`src/rtl/read_data_assembler.sv`:
```
// Collects BEATS backend read words from a show-ahead FIFO into one wide frontend burst,
// then holds it with a registered valid until the frontend accepts it.
`ifndef BACKEND_WORD_SIZE
`define BACKEND_WORD_SIZE 32
`endif

module read_data_assembler #(
    parameter int unsigned DATA_WIDTH = `BACKEND_WORD_SIZE,
    parameter int unsigned BEATS      = 4
) (
    input  logic                          i_clk,
    input  logic                          i_rst_n,
    input  logic [DATA_WIDTH-1:0]         i_fifo_data,
    input  logic                          i_fifo_empty,
    output logic                          o_fifo_rd_en,
    output logic                          o_rd_valid,
    input  logic                          i_rd_ready,
    output logic [BEATS*DATA_WIDTH-1:0]   o_rd_data,
    output logic                          o_busy,
    output logic [15:0]                   o_burst_cnt
);

    localparam int unsigned CntW = $clog2(BEATS);

    typedef enum logic {StCollect, StDeliver} state_e;

    state_e                             state_q, state_d;
    logic [CntW-1:0]                    beat_cnt_q, beat_cnt_d;
    logic [15:0]                        burst_cnt_q, burst_cnt_d;
    logic [BEATS-1:0][DATA_WIDTH-1:0]   beats_q;
    logic                               pop;

    always_comb begin
        state_d     = state_q;
        beat_cnt_d  = beat_cnt_q;
        burst_cnt_d = burst_cnt_q;
        pop         = 1'b0;
        unique case (state_q)
            StCollect: begin
                // Gating with reset keeps the FIFO untouched while the block is held in reset.
                pop = !i_fifo_empty && i_rst_n;
                if (pop) begin
                    beat_cnt_d = beat_cnt_q + CntW'(1);
                    if (beat_cnt_q == CntW'(BEATS - 1)) begin
                        state_d = StDeliver;
                    end
                end
            end
            StDeliver: begin
                if (i_rd_ready) begin
                    state_d     = StCollect;
                    burst_cnt_d = burst_cnt_q + 16'd1;
                end
            end
        endcase
    end

    always_ff @(posedge i_clk or negedge i_rst_n) begin
        if (!i_rst_n) begin
            state_q     <= StCollect;
            beat_cnt_q  <= '0;
            burst_cnt_q <= '0;
        end else begin
            state_q     <= state_d;
            beat_cnt_q  <= beat_cnt_d;
            burst_cnt_q <= burst_cnt_d;
        end
    end

    always_ff @(posedge i_clk or negedge i_rst_n) begin
        if (!i_rst_n) begin
            beats_q <= '0;
        end else if (pop) begin
            beats_q[beat_cnt_q] <= i_fifo_data;
        end
    end

    assign o_fifo_rd_en = pop;
    assign o_rd_valid   = (state_q == StDeliver);
    assign o_rd_data    = beats_q;
    assign o_busy       = (state_q == StDeliver) || (beat_cnt_q != '0);
    assign o_burst_cnt  = burst_cnt_q;

endmodule

```
`config.mk`:
```
export PLATFORM = sky130hd
export DESIGN_NAME = read_data_assembler
export DESIGN_NICKNAME = d
export VERILOG_FILES = /design/src/rtl/read_data_assembler.sv
export SDC_FILE = /design/constraint.sdc
export NUM_CORES = 1
export LEC_CHECK = 0
export ABC_AREA = 1
export CORE_MARGIN = 10
export CORE_UTILIZATION = 36
export DETAILED_ROUTE_END_ITERATION = 10
export PLACE_DENSITY = 0.73
export SYNTH_ARGS = -nofsm -noshare
export SYNTH_HDL_FRONTEND = slang
export SYNTH_SLANG_ARGS = --single-unit
```
`constraint.sdc`:
```
create_clock -name i_clk -period 2.4 [get_ports i_clk]
set_clock_uncertainty 0.05 [all_clocks]
set_input_delay 0.48 -clock i_clk [delete_from_list [all_inputs] [get_ports i_clk]]
set_output_delay 0.48 -clock i_clk [all_outputs]
set_load 0.02 [all_outputs]
```
==> reports/results.tsv <==
metric	value	unit
status	finished clean	
initialDrtViolationCount	177	
routedWlPerCell	15.8	µm
num_vias	4293	
placed_area	7830	µm²
port-buffer-count	182	
ioPinCount	183	
avgViaCountPerCell	4.43	
globalplace.congestion	0.738	
worst_pin_slew	0.955	ns
cts_setup_buffers	0	
synthCells	551	
critical_path.max_fanout	4	
cp.arrival	1.60	ns
path_clk_slew	0.06	ns
antenna_found_initial	0	
ir_drop	0.000570	V
start_kind	register	
switching_power	4.44	mW
worstPathRequired	1.87	ns
dp_slack	0.0106	ns
synth_commonest_cells	nand2_1, dfrtp_1, o21ai_1, inv_1, o21ai_2	
yosysUniqueCellTypes	22	
reg2reg_slack	0.75	ns
powerDensity	1430	nW/µm²
synth_edf_count	0	
ys_ff_latch	147	
die_area	21800	µm²
clockRootBuffer	clkbuf_16	
areaGrowthSynthToFinish	43.4	%
crit_path_start	beat_cnt_q[0]$_DFFE_PN0P_	
leakage	3.92	nW
synthTopCellsByArea	dfrtp_1, nand2_1, o21ai_1, o21ai_2, buf_6	
synth.most_common_cell	nand2_1	
rows	46	
grt_overflow	0	
setup_violations	0	
seq_power_share	0.343	
end_kind	primary output	
instances_no_fill	968	
grt_max_degree	75	
h-tree-depth	4	
drv_slew	0	
ant_nets	0	
p_int	7.59	mW
maxCapViolCount	0	
drive_above_1_share	0.125	
n_antenna_cell	0	
yosys_most_used_dff	dfrtp_1	
cts_made_buffers	17	
dp_hpwl	11000	µm
grt_pass1_wl	24700	µm
clock-sinks	147	
power_frac_comb	0.441	
placed_cells	936	
yosys.area_share.simple	0.130	
synthMuxAreaShare	0.00192	
route.detailed.drc	0	
synth.avg_cell_area	10.7	µm²
clock_latency	0.41	ns
core	15900	µm²
hold_violations	0	
synth_top_family_by_area	compound AO/OA/AOI/OAI gates	
wl	15300	µm
slew_headroom	0.364	
worstSetupPathType	reg -> out	
synth_top_area_frac	0.627	
syn_area	5870	µm²
gr-usage-all-layers	0.143	
synth_xor_area_frac	0.0164	
power_frac_clock	0.215	
min_period	2.13	ns
reg2reg_depth	6	
fin_setup_tns	0	ns
cts_buffer_depth	2	
endpoint	o_busy	
dieWidth	148	µm
cts_tree	built	
synth_compound_area_frac	0.140	
fin_ws	0.267	ns
dieHeight	148	µm
initial_core_util	0.368	
synth_area_leader_cell	dfrtp_1	
yosys_warnings	0	
post-route-period-util	0.889	
switching_share	0.369	
synth_adder_area_share	0.0107	
seq_area_frac_synth	0.627	
drt_pass1_iterations	4	
fin_area	8420	µm²
timing.rr.end	o_rd_data[100]$_DFFE_PN0P_	
min_path_type	in -> async	
grt_pass1_vias	4449	
rsz0062_at_grt	no	
synth_nets	592	
r2r-start	o_rd_valid$_DFF_PN0_	
fmax	469	MHz
fin_nets	780	
timing.hold.ws	0.223	ns
async_reset_ff_frac	1.00	
==> layout make-up <==
| class | count | area [µm²] |
|---|---|---|
| flip-flops and latches | 147 | 3680 |
| repair buffers | 194 | 1960 |
| clock inverters | 13 | 131 |
| fillers | 1487 | 7520 |
| clock buffers | 19 | 453 |
| well taps | 216 | 270 |
| inverters | 45 | 169 |
| multi-input cells | 334 | 1750 |
==> worst min-delay path by stage <==
stage / startpoint / endpoint / slack (ns) / cells past startpoint
2_1_floorplan: i_rst_n / beat_cnt_q[0]$_DFFE_PN0P_ / 0.13 / 0
3_3_place_gp: o_rd_data[70]$_DFFE_PN0P_ / o_rd_data[70]$_DFFE_PN0P_ / 0.41 / 2
3_5_place_dp: o_rd_data[68]$_DFFE_PN0P_ / o_rd_data[68]$_DFFE_PN0P_ / 0.42 / 2
4_1_cts: i_rst_n / o_rd_data[59]$_DFFE_PN0P_ / 0.27 / 2
5_1_grt: i_rst_n / o_rd_data[58]$_DFFE_PN0P_ / 0.29 / 2
6_report: i_rst_n / o_rd_data[59]$_DFFE_PN0P_ / 0.22 / 2
==> cell usage in the layout, fill, tap and decap left out <==
master             n
buf_12             4
buf_4              8
buf_6              1
bufinv_16          2
clkbuf_16         17
clkbuf_8           2
clkdlybuf4s50_1  179
clkinv_2           6
clkinv_4           1
clkinvlp_4         2
dfrtp_1          147
dlygate4sd2_1      1
dlymetal6s2s_1     1
ha_1               5
inv_1             45
inv_6              2
mux2_2             1
nand2_1          156
nand2_2            1
nand2_4            4
nand3_1            4
nand3b_1           1
nand4_1            5
nor2_1            12
nor3_1             1
nor3_4             1
o21ai_0            5
o21ai_1           84
o21ai_2           42
o21bai_1           1
xnor2_1            7
xor2_1             4
==> cell families after synthesis <==
family          after synthesis
compound gates              132
xor+xnor                     11
fa+ha+maj                     5
buf+inv                      70
flops                       147
mux                           1
simple gates                185
==> registers in the layout, summed over array words and instances, names as in the netlist <==
| signal | flops |
|---|---|
| o_rd_data | 128 |
| o_burst_cnt | 16 |
| beat_cnt_q | 2 |
| o_rd_valid | 1 |
==> per-layer routing <==
metal / up-vias / GRT usage / share of wire / routed length [µm]
met2: 121 / 0.228 / 0.47 / 7250
met1: 2003 / 0.173 / 0.44 / 6780
met3: 13 / 0.0553 / 0.071 / 1090
met4: 0 / 0.0456 / 0.014 / 211
li1: 2156 / - / - / -
met5: - / 0 / 0 / 0
==> what timing repair did <==
item,CTS,global route
pin swaps,0,0
gates resized for setup,1,1
endpoints found under the setup margin,1,1
hold buffers,0,0
==> critical path, stage by stage, from the launching register on <==
cell and delay (ns):
dfrtp_1 0.40, inv_1 0.08, ha_1 0.28, nand2_1 0.10
dlygate4sd2_1 0.33
==> per-stage QoR <==
| stage | utilization | total power, mW |
|---|---|---|
| after CTS | 0.528 | 12.2 |
| after floorplan | - | 6.84 |
| after detailed placement | 0.491 | 9.57 |
| after global placement | 0.491 | 9.44 |
| final | 0.528 | 12.0 |
| after global routing | 0.528 | 12.8 |
==> power groups by stage <==
| stage | clock network, mW | registers [mW] | logic, mW |
|---|---|---|---|
| after CTS | 2.66 | 4.14 | 5.42 |
| after detailed placement | 0 | 4.16 | 5.41 |
| after global placement | 0 | 4.12 | 5.32 |
| after global routing | 2.78 | 4.29 | 5.72 |
| final | 2.59 | 4.13 | 5.31 |
| after floorplan | 0 | 5.43 | 1.41 |
Power figures use the tool's default switching activity.
